[src/rtl/alu_pkg.sv]
// Shared definitions for the sequential calculator ALU: opcodes, FSM encoding
// and the result-width rule used by the top level and the divide fix-up.
package alu_pkg;

  localparam logic [1:0] OP_ADD = 2'b00;
  localparam logic [1:0] OP_SUB = 2'b01;
  localparam logic [1:0] OP_MUL = 2'b10;
  localparam logic [1:0] OP_DIV = 2'b11;

  typedef enum logic [1:0] {
    IDLE = 2'b00,
    MUL  = 2'b01,
    DIV  = 2'b10,
    FIN  = 2'b11
  } state_t;

  function automatic int res_w(input int w);
    return 2 * w;
  endfunction

endpackage

[src/rtl/alu_div_fix.sv]
// Combinational Euclidean correction and sign restore for the restoring divider:
// turns |A|/|B| quotient and remainder into q, r with A = q*B + r, 0 <= r < |B|.
module alu_div_fix import alu_pkg::*; #(
  parameter int WIDTH = 11
) (
  input  logic [WIDTH-1:0]               q_mag_i,
  input  logic [WIDTH-1:0]               r_mag_i,
  input  logic [WIDTH-1:0]               b_mag_i,
  input  logic                           a_neg_i,
  input  logic                           b_neg_i,
  output logic signed [res_w(WIDTH)-1:0] q_o,
  output logic [WIDTH-1:0]               r_o
);

  localparam int RW = res_w(WIDTH);

  logic           adj;
  logic [WIDTH:0] q_adj;
  logic [RW-1:0]  q_ext;

  // A negative numerator with a nonzero magnitude remainder rounds the quotient away from zero.
  assign adj   = a_neg_i && (r_mag_i != '0);
  assign q_adj = {1'b0, q_mag_i} + {{WIDTH{1'b0}}, adj};
  assign q_ext = {{(RW - WIDTH - 1){1'b0}}, q_adj};
  assign q_o   = (a_neg_i ^ b_neg_i) ? -q_ext : q_ext;
  assign r_o   = adj ? (b_mag_i - r_mag_i) : r_mag_i;

endmodule

[src/rtl/alu_seq.sv]
// Multi-cycle signed ALU with start/busy/done handshake: single-cycle add/sub,
// Booth radix-2 multiply and restoring divide iterating one bit per clock.
module alu_seq import alu_pkg::*; #(
  parameter int WIDTH = 11
) (
  input  logic                           clock,
  input  logic                           reset,
  input  logic                           computestrobe,
  input  logic [1:0]                     opcode,
  input  logic signed [WIDTH-1:0]        regA,
  input  logic signed [WIDTH-1:0]        regB,
  output logic                           busy,
  output logic                           done,
  output logic signed [res_w(WIDTH)-1:0] result,
  output logic [WIDTH-1:0]               remainder,
  output logic                           remain,
  output logic                           divzero
);

  localparam int RW = res_w(WIDTH);
  localparam int PW = RW + 2;
  localparam int CW = $clog2(WIDTH);
  localparam logic [CW-1:0] CNT_LAST = CW'(WIDTH - 1);

  state_t                  state_q, state_d;
  logic [CW-1:0]           cnt_q, cnt_d;
  logic signed [WIDTH-1:0] a_q, a_d, b_q, b_d;
  logic signed [PW-1:0]    p_q, p_d;
  logic [WIDTH-1:0]        rem_q, rem_d, quo_q, quo_d;
  logic signed [RW-1:0]    result_q, result_d;
  logic [WIDTH-1:0]        remainder_q, remainder_d;
  logic                    remain_q, remain_d, divzero_q, divzero_d;

  logic signed [RW-1:0]    a_sx, b_sx;
  logic signed [WIDTH:0]   a_ext, p_hi, p_hi_n;
  logic signed [PW-1:0]    p_step, p_next;
  logic [WIDTH:0]          rem_sh;
  logic                    rem_ge;
  logic [WIDTH-1:0]        b_mag, rem_next, quo_next, fix_r;
  logic signed [RW-1:0]    fix_q;

  function automatic logic [WIDTH-1:0] mag(input logic signed [WIDTH-1:0] v);
    logic [WIDTH-1:0] u;
    u = v;
    return v[WIDTH-1] ? (~u + 1'b1) : u;
  endfunction

  assign a_sx = {{WIDTH{regA[WIDTH-1]}}, regA};
  assign b_sx = {{WIDTH{regB[WIDTH-1]}}, regB};

  // Booth step: upper half is WIDTH+1 bits so subtracting the most negative A cannot wrap.
  assign a_ext = {a_q[WIDTH-1], a_q};
  assign p_hi  = p_q[PW-1 -: WIDTH+1];
  always_comb begin
    case (p_q[1:0])
      2'b01:   p_hi_n = p_hi + a_ext;
      2'b10:   p_hi_n = p_hi - a_ext;
      default: p_hi_n = p_hi;
    endcase
  end
  assign p_step = {p_hi_n, p_q[WIDTH:0]};
  assign p_next = p_step >>> 1;

  // Restoring divide step: quo_q holds the unconsumed dividend bits, quotient bits shift in at the LSB.
  assign b_mag    = mag(b_q);
  assign rem_sh   = {rem_q, quo_q[WIDTH-1]};
  assign rem_ge   = rem_sh >= {1'b0, b_mag};
  assign rem_next = rem_ge ? (rem_sh[WIDTH-1:0] - b_mag) : rem_sh[WIDTH-1:0];
  assign quo_next = {quo_q[WIDTH-2:0], rem_ge};

  alu_div_fix #(.WIDTH(WIDTH)) u_div_fix (
    .q_mag_i (quo_next),
    .r_mag_i (rem_next),
    .b_mag_i (b_mag),
    .a_neg_i (a_q[WIDTH-1]),
    .b_neg_i (b_q[WIDTH-1]),
    .q_o     (fix_q),
    .r_o     (fix_r)
  );

  // Result registers are only written on the edge that enters FIN, so they hold between operations.
  always_comb begin
    state_d     = state_q;
    cnt_d       = cnt_q;
    a_d         = a_q;
    b_d         = b_q;
    p_d         = p_q;
    rem_d       = rem_q;
    quo_d       = quo_q;
    result_d    = result_q;
    remainder_d = remainder_q;
    remain_d    = remain_q;
    divzero_d   = divzero_q;
    case (state_q)
      IDLE: begin
        if (computestrobe) begin
          a_d   = regA;
          b_d   = regB;
          cnt_d = '0;
          case (opcode)
            OP_ADD, OP_SUB: begin
              result_d    = (opcode == OP_ADD) ? (a_sx + b_sx) : (a_sx - b_sx);
              remainder_d = '0;
              remain_d    = 1'b0;
              divzero_d   = 1'b0;
              state_d     = FIN;
            end
            OP_MUL: begin
              p_d     = {{(WIDTH + 1){1'b0}}, regB, 1'b0};
              state_d = MUL;
            end
            default: begin
              if (regB == '0) begin
                result_d    = '0;
                remainder_d = '0;
                remain_d    = 1'b0;
                divzero_d   = 1'b1;
                state_d     = FIN;
              end else begin
                rem_d   = '0;
                quo_d   = mag(regA);
                state_d = DIV;
              end
            end
          endcase
        end
      end
      MUL: begin
        p_d   = p_next;
        cnt_d = cnt_q + 1'b1;
        if (cnt_q == CNT_LAST) begin
          result_d    = p_next[RW:1];
          remainder_d = '0;
          remain_d    = 1'b0;
          divzero_d   = 1'b0;
          state_d     = FIN;
        end
      end
      DIV: begin
        rem_d = rem_next;
        quo_d = quo_next;
        cnt_d = cnt_q + 1'b1;
        if (cnt_q == CNT_LAST) begin
          result_d    = fix_q;
          remainder_d = fix_r;
          remain_d    = (fix_r != '0);
          divzero_d   = 1'b0;
          state_d     = FIN;
        end
      end
      default: state_d = IDLE;
    endcase
  end

  always_ff @(posedge clock) begin
    if (reset) begin
      state_q     <= IDLE;
      cnt_q       <= '0;
      result_q    <= '0;
      remainder_q <= '0;
      remain_q    <= 1'b0;
      divzero_q   <= 1'b0;
    end else begin
      state_q     <= state_d;
      cnt_q       <= cnt_d;
      result_q    <= result_d;
      remainder_q <= remainder_d;
      remain_q    <= remain_d;
      divzero_q   <= divzero_d;
    end
  end

  always_ff @(posedge clock) begin
    a_q   <= a_d;
    b_q   <= b_d;
    p_q   <= p_d;
    rem_q <= rem_d;
    quo_q <= quo_d;
  end

  assign busy      = (state_q != IDLE);
  assign done      = (state_q == FIN);
  assign result    = result_q;
  assign remainder = remainder_q;
  assign remain    = remain_q;
  assign divzero   = divzero_q;

endmodule

[config.mk]
export PLATFORM = sky130hd
export DESIGN_NAME = alu_seq
export DESIGN_NICKNAME = d
export VERILOG_FILES = /design/src/rtl/alu_pkg.sv /design/src/rtl/alu_div_fix.sv /design/src/rtl/alu_seq.sv
export SDC_FILE = /design/constraint.sdc
export NUM_CORES = 1
export LEC_CHECK = 0
export ABC_AREA = 1
export CAP_MARGIN = 10
export CORE_MARGIN = 2
export CORE_UTILIZATION = 60
export DETAILED_ROUTE_END_ITERATION = 12
export PLACE_DENSITY = 0.91
export SLEW_MARGIN = 20
export SYNTH_ARGS = -nofsm -noshare
export SYNTH_HDL_FRONTEND = slang
export SYNTH_SLANG_ARGS = --single-unit
[constraint.sdc]
create_clock -name clock -period 13.7 [get_ports clock]
set_clock_uncertainty 0.15 [all_clocks]
set_input_delay 1.37 -clock clock [delete_from_list [all_inputs] [get_ports clock]]
set_output_delay 1.37 -clock clock [all_outputs]
set_load 0.02 [all_outputs]
==> results.md, run 1 <==
Timing:
- The time the worst path needs with I/O delays and setup is approximately 6400 ps.
- The number of max-slew violations in the final report is 0.
- Of the available clock period, the critical path in the final layout requires 0.470.
- The total count of hold-check failures in the final report is 0.
- Setup repair after global routing left no endpoint under its margin.
- After routing, the total negative slack on setup checks comes to 0 ps.
- The worst slew margin relative to its limit is 0.324.
- The post-route worst setup slack is ~7300 ps.
- The maximum operating frequency is between 0.15 and 0.2 GHz.
- The smallest hold slack is 319 ps.
- At the pin with the least slew margin, the transition time is a little over 1000 ps.
- Setup violations remaining at the end of the flow were counted as 0.

Power:
- In this run the static leakage power is between 4 and 5 nW.
- Dividing total power by cell area gives a power density of between 200 and 300 nW/µm².
- The peak supply drop is between 0.15 and 0.2 mV.

Place:
- The HPWL after detailed placement is 16,100 µm.
- Buffers placed on the I/O ports in this run total 63.
- The post-place setup slack is ~7500 ps.
- The count of placed standard cells including taps is approximately 1,300.
- Routability-driven placement finished with a final weighted congestion of roughly 0.98.

Route:
- The overall via count from detail_route is between 7,000 and 8,000.
- The first routing iteration left 870 violations.
- The count of antenna-violating nets left after detailed routing is 0.
- Wires add up to approximately 21,000 µm.
- After detailed routing, the number of vias per cell comes to 5.78.
- The final routed wire length divided by cell count is around 16 µm.
- Before antenna repair, the detailed router went through 6 iterations.
- The number of remaining DRC errors is 0.

Job:
- Max-cap violations in this run came to 0.

CTS:
- The tree is rooted in a sky130_fd_sc_hd__clkbuf_16.
- The tree built by TritonCTS fans out to roughly 110 sinks.
- The hold buffer count at cts is 0.
- The clock latency on the worst-skew pair is 370 ps.
- The register clock-pin slew on the reported worst setup and hold paths is 80 ps.
- TritonCTS built the clock tree.
- After clock tree synthesis, the setup repair step added 0 buffers.
- The clock tree buffer depth is 2.
- The number of levels in the clock H-tree is 3.
- The number of buffers inserted during clock tree synthesis is 9.
- The number of gates resized after CTS is 0.

Synth:
- Counting every instance in the synthesized netlist gives 1,097.
- The area of the mapped netlist is around 8200 µm².
- The number of different library cells in the post-synthesis netlist is between 50 and 60.
- The area fraction of the dominant cell type after synthesis is 0.246.
- The number of nets in the synthesized netlist is 1,183.
- For this run, the leading register cell type out of synthesis is sky130_fd_sc_hd__edfxtp_1.
- The total number of yosys warnings is 0.
- Synthesis inferred roughly 110 register bits.
- The commonest cells after synthesis are sky130_fd_sc_hd__nand2_1 (211), sky130_fd_sc_hd__inv_1 (174), sky130_fd_sc_hd__o21ai_0 (101).
- The number of synthesized flops with an enable pin is 67.
- In the post-synthesis netlist, the biggest area contributors are sky130_fd_sc_hd__edfxtp_1 (25%), sky130_fd_sc_hd__dfxtp_1 (10%), sky130_fd_sc_hd__nand2_1 (9.7%).
- The most common cell in the synthesized netlist is sky130_fd_sc_hd__nand2_1.
- The mean cell area of the mapped netlist is between 7 and 8 µm².
- The share of synthesized flip-flops with an asynchronous set or reset is 0.
- The cell taking the most area after synthesis is sky130_fd_sc_hd__edfxtp_1.
- For this run, the register share of the synthesized area comes to 0.346.

Finish:
- Counting the fill cells in the layout gives 1,002.
- The area added between synthesis and finish is 13.0%.
- The number of antenna diodes is 0.
- Excluding fillers, the count of instances in the completed layout stands at ~1,300.
- The number of nets in the final layout is roughly 1,200.
- Of the cells placed in the final design, the portion with a size suffix greater than 1 is 0.0574.

Global routing:
- The via count of the first global-routing pass is a little over 7,000.
- Entering global routing, the biggest net connects 28 pins.
- The first global-routing pass estimated roughly 35,000 µm of wire.
- The total global routing track utilization is 0.303.
- The initial antenna violation count is 0.
- After global routing the overflow that remains totals 0.

Die:
- In this run the count of I/O pins placed on the die edge is 64.
- The area of the core is ~13,000 µm².
- The horizontal die dimension is about 120 µm.
- The number of standard-cell rows in the floorplan is 42.
- For this configuration, the core starts out at a cell density of 0.615.
- The height of the chip is 121 µm.
- The area of the die is approximately 15,000 µm².

Worst setup path:
- The kind of capture point of the worst setup path is a register.
- The largest incremental delay on the critical path is between 400 and 500 ps.
- Data on the critical path is required at its endpoint by 13,810 ps.
- In this run the worst path has a maximum fanout of 13.
- Data arrives at the worst endpoint at roughly 6600 ps.
- The most numerous cell type found on the critical path is sky130_fd_sc_hd__inv_1.
- The kind of critical path is reg -> reg.
- The slowest stage cell on the critical path is sky130_fd_sc_hd__edfxtp_1.
- STA classifies the critical path startpoint as a register.

Status:
- The run finished with clean final reports.

Worst hold path:
- The worst hold path belongs to the class reg -> reg.
path summary, 6_finish.rpt:
check | from | endpoint | slack, ps | cells past startpoint
hold / removal | remainder[8] | remainder[8] | 320 | 2
setup / recovery | b_q[0] | result[10] | 7260 | 41
hold reg to reg | remainder[8] | remainder[8] | 320 | 2
setup reg to reg | b_q[0] | result[10] | 7260 | 41
where the power goes:
| part | leakage (nW) | internal (mW) | switching [mW] | total (mW) |
|---|---|---|---|---|
| clock network | 0.153 | 0.132 | 0.143 | 0.275 |
| registers | 0.970 | 0.478 | 0.0730 | 0.551 |
| logic | 3.08 | 0.549 | 0.946 | 1.50 |
sequential cells by signal, indices dropped and copies added, names as in the netlist:
| register | count |
|---|---|
| a_q | 11 |
| b_q | 11 |
| cnt_q | 4 |
| divzero | 1 |
| p_q | 23 |
| quo_q | 11 |
| rem_q | 11 |
| remain | 1 |
| remainder | 11 |
| result | 22 |
| state_q | 2 |
cell usage in the layout (no fill, tap or decap), types with 5 or more instances in the layout:
cell / netlist / layout
sky130_fd_sc_hd__dfxtp_1: 41 / 41
sky130_fd_sc_hd__xor2_1: 47 / 47
sky130_fd_sc_hd__nand2_4: 7 / 7
sky130_fd_sc_hd__nand4_1: 10 / 10
sky130_fd_sc_hd__a21oi_1: 84 / 84
sky130_fd_sc_hd__edfxtp_1: 67 / 67
sky130_fd_sc_hd__xnor2_1: 14 / 14
sky130_fd_sc_hd__nand2_2: 20 / 20
sky130_fd_sc_hd__inv_1: 174 / 174
sky130_fd_sc_hd__clkdlybuf4s50_1: 0 / 63
sky130_fd_sc_hd__o21ai_0: 101 / 101
sky130_fd_sc_hd__ha_1: 55 / 55
sky130_fd_sc_hd__nand3b_1: 13 / 13
sky130_fd_sc_hd__clkbuf_16: 0 / 9
sky130_fd_sc_hd__o211ai_1: 9 / 9
sky130_fd_sc_hd__nor3_1: 20 / 20
sky130_fd_sc_hd__nand2_1: 211 / 211
sky130_fd_sc_hd__nand3_1: 48 / 48
sky130_fd_sc_hd__a31oi_1: 9 / 9
sky130_fd_sc_hd__o31ai_1: 5 / 5
sky130_fd_sc_hd__nor2_1: 80 / 80
cell families (layout without fill, tap and decap cells):
logic type	after synthesis	after routing	synth area share
XOR/XNOR	61	61	0.0653
adder cells (fa/ha/maj)	59	59	0.0939
buffers and inverters	209	261	0.0994
AO/OA/AOI/OAI	231	231	0.156
AND/OR/NAND/NOR	429	429	0.239
flip-flops	108	108	0.346
worst max-delay path, delay by kind of cell (launching register included):
kind            cells  cell delay, ps
fa+ha+maj           5            1350
compound gates      5             640
simple gates       20            2640
xor+xnor            1             280
buf+inv            10             820
flops               1             430
final cells by class:
cell class / instances / area [µm²] / area share
clock buffer: 9 / 225 / 0.0244
clock inverter: 7 / 93.8 / 0.0102
inverter: 178 / 668 / 0.0723
multi-input combinational: 780 / 4530 / 0.491
sequential: 108 / 2830 / 0.307
tap: 176 / 220 / 0.0238
timing repair buffer: 67 / 668 / 0.0723
routing by layer:
metal  track usage  share of wire  up-vias
met5             0              0        -
met4         0.138          0.046        0
met3        0.0627          0.093       88
met2         0.495           0.46      389
met1         0.385           0.40     3454
li1              -              -     3721
per-stage QoR:
stage / utilization / cell area, µm² / total power, mW
3_3_place_gp: 0.670 / 8910 / 1.97
6_report: 0.695 / 9240 / 2.32
3_5_place_dp: 0.670 / 8910 / 2.01
4_1_cts: 0.694 / 9230 / 2.30
5_1_grt: 0.695 / 9240 / 2.52
2_1_floorplan: - / 8180 / 1.65
No activity file was read; power rests on OpenSTA's default activity.
==> run 2: changes to the inputs <==
clock period = 6.4 ns   (was 13.7 ns; I/O delays follow)
==> results.md, run 2 (synthesis gave the netlist of run 1 again) <==
Global routing:
- The first global-routing pass estimated 34,700 µm of wire.
- The largest net degree at the start of global routing is 28.
- The sum of overflow across all layers after global routing is 0.
- The initial antenna violation count came to 0.
- The total global routing track utilization is 0.303.
- The via count of the first global-routing pass is 7,174.

Job:
- Max-cap violations in this run came to 0.

Die:
- Row generation in the floorplan step produced between 40 and 50 rows.
- The horizontal die dimension is ~120 µm.
- The starting utilization of the core area is 0.615.
- The height of the chip is about 120 µm.
- The I/O pin count is 64.
- After floorplanning, the core was sized to cover between 10,000 and 15,000 µm².
- The die covers 14,600 µm².

Route:
- The number of remaining DRC errors is 0.
- The detailed router finished its first iteration with approximately 1,000 violations.
- The total wire length is about 22,000 µm.
- For this run, the detailed router's first-pass iteration total came to 6.
- In the routed layout, each cell is associated on average with a via count of approximately 5.9.
- Summing over every cut layer, the via total after detailed routing is ~7,800.
- The detail route stage leaves a number of antenna-violating nets equal to 0.
- The final routed wire length divided by cell count is 16.5 µm.

Timing:
- The worst pin sits at a relative slew slack of 0.248.
- The pin slew with the least headroom to its limit is between 1000 and 1500 ps.
- The maximum operating frequency is around 0.17 GHz.
- Setup violations remaining at the end of the flow were counted as 0.
- The total count of hold-check failures in the final report was 0.
- Of the available clock period, the critical path in the final layout requires 0.946.
- The number of max-slew violations in the final report is 0.
- The time the worst path needs with I/O delays and setup is 6060 ps.
- The post-route worst setup slack is ~340 ps.
- The setup TNS is 0 ps.

Worst setup path:
- For this run, the slowest stage of the critical path takes about 440 ps.
- STA classifies the critical path startpoint as a register.
- The biggest fanout along the worst timing path is 13.
- Among the stages of the critical path, the cell type that occurs most often is sky130_fd_sc_hd__nand2_1.
- The slowest stage cell on the critical path is sky130_fd_sc_hd__edfxtp_1.
- STA classifies the critical path endpoint as a register.
- The data required time at the worst endpoint is approximately 6500 ps.
- The kind of critical path is reg -> reg.
- The arrival time at the worst endpoint is about 6000 ps.

Finish:
- The top cell types in the final layout, fill and taps aside, are sky130_fd_sc_hd__nand2_1 (210), sky130_fd_sc_hd__inv_1 (173), sky130_fd_sc_hd__o21ai_0 (101), sky130_fd_sc_hd__a21oi_1 (84), sky130_fd_sc_hd__nor2_1 (79).
- The register with the most flip-flops in the layout has 23 of them.
- The number of nets in the final layout is about 1,200.
- In the final layout, the share of cells above drive strength 1 is 0.0652.
- The register name with the most flops is p_q.
- The number of filler cells placed in the layout is 1,028.
- After the flow finishes, the layout carries non-filler instances totaling between 1,000 and 1,500.
- For this run, the share of the core covered by cells in the final layout is 0.699.
- The most common library cell in the layout ignoring fill and taps is sky130_fd_sc_hd__nand2_1.
- Compared with the post-synthesis result, the final layout area differs by 13.7%.
- The number of antenna diodes in the final layout is 0.

CTS:
- In this run, CTS created clock tree buffers numbering 9.
- The number of levels in the clock H-tree is 3.
- Once the clock tree was built, the setup fixing pass inserted 0 buffers.
- The later pin in the worst-skew pair is clocked with a latency of approximately 370 ps.
- TritonCTS built the clock tree.
- The clock root buffer is sky130_fd_sc_hd__clkbuf_16.
- Clock-pin slew was measured on the worst setup and hold paths at roughly 80 ps.
- Counting along the longest clock path gives a buffer depth of 2.
- The count of clock tree sinks is between 100 and 150.

Place:
- The number of port buffers is 63.
- Before CTS, the worst setup slack after placement is 250 ps.
- The HPWL after detailed placement is ~16,000 µm.
- The final estimated routing congestion in global placement is 0.977.
- Once placement completed, the tool counted placed cells totaling roughly 1,300.

Power:
- Power comes to a little over 5 mW.
- The leakage power summed over all cells is about 4.2 nW.
- The peak supply drop is about 0.37 mV.
- For this design the ratio of total power to cell area is 541 nW/µm².

Status:
- The flow ran to the end, and the final reports show no timing, DRC or antenna violations.

Worst hold path:
- The path class of the tightest hold or removal check is reg -> reg.
run 2: path summary, 6_finish.rpt:
path	start	to	slack, ps	cells after the start
max	b_q[0]	result[9]	340	39
min	remainder[9]	remainder[9]	320	2
max reg2reg	b_q[0]	result[9]	340	39
min reg2reg	remainder[9]	remainder[9]	320	2
run 2: metrics by stage:
| step | hold WS (ps) | cell area [µm²] |
|---|---|---|
| 3_5_place_dp | 306 | 8910 |
| 2_1_floorplan | 321 | 8180 |
| 3_3_place_gp | 301 | 8910 |
| 4_1_cts | 318 | 9230 |
| 5_1_grt | 339 | 9300 |
| 6_report | 317 | 9300 |
run 2: routing by layer:
metal	wire length [µm]	track usage
met1	8480	0.380
met2	10300	0.513
met3	2080	0.0476
met4	1010	0.142
met5	0	0
run 2: power by group:
group / internal [mW] / switching [mW] / total (mW)
sequential: 1.02 / 0.162 / 1.19
combinational: 1.18 / 2.07 / 3.26
clock: 0.284 / 0.306 / 0.590
total: 2.49 / 2.54 / 5.03
run 2: layout make-up:
cell class / count / area (µm²) / area share
well taps: 176 / 220 / 0.0237
multi-input cells: 781 / 4600 / 0.495
inverters: 178 / 668 / 0.0719
clock inverters: 7 / 88.8 / 0.00955
flip-flops and latches: 108 / 2830 / 0.305
clock buffers: 9 / 225 / 0.0242
repair buffers: 67 / 661 / 0.0711
run 2: worst max-delay path: cells and delay by family (launching register included):
| family | cells | cell delay [ps] |
|---|---|---|
| AND/OR/NAND/NOR | 20 | 2570 |
| adder cells (fa/ha/maj) | 4 | 980 |
| AO/OA/AOI/OAI | 6 | 790 |
| buffers and inverters | 7 | 600 |
| flip-flops | 1 | 440 |
| XOR/XNOR | 2 | 430 |
run 2: timing repair:
item                                    CTS  global route
hold buffers                              0             0
endpoints found under the setup margin    0            16
resized for setup                         0            11
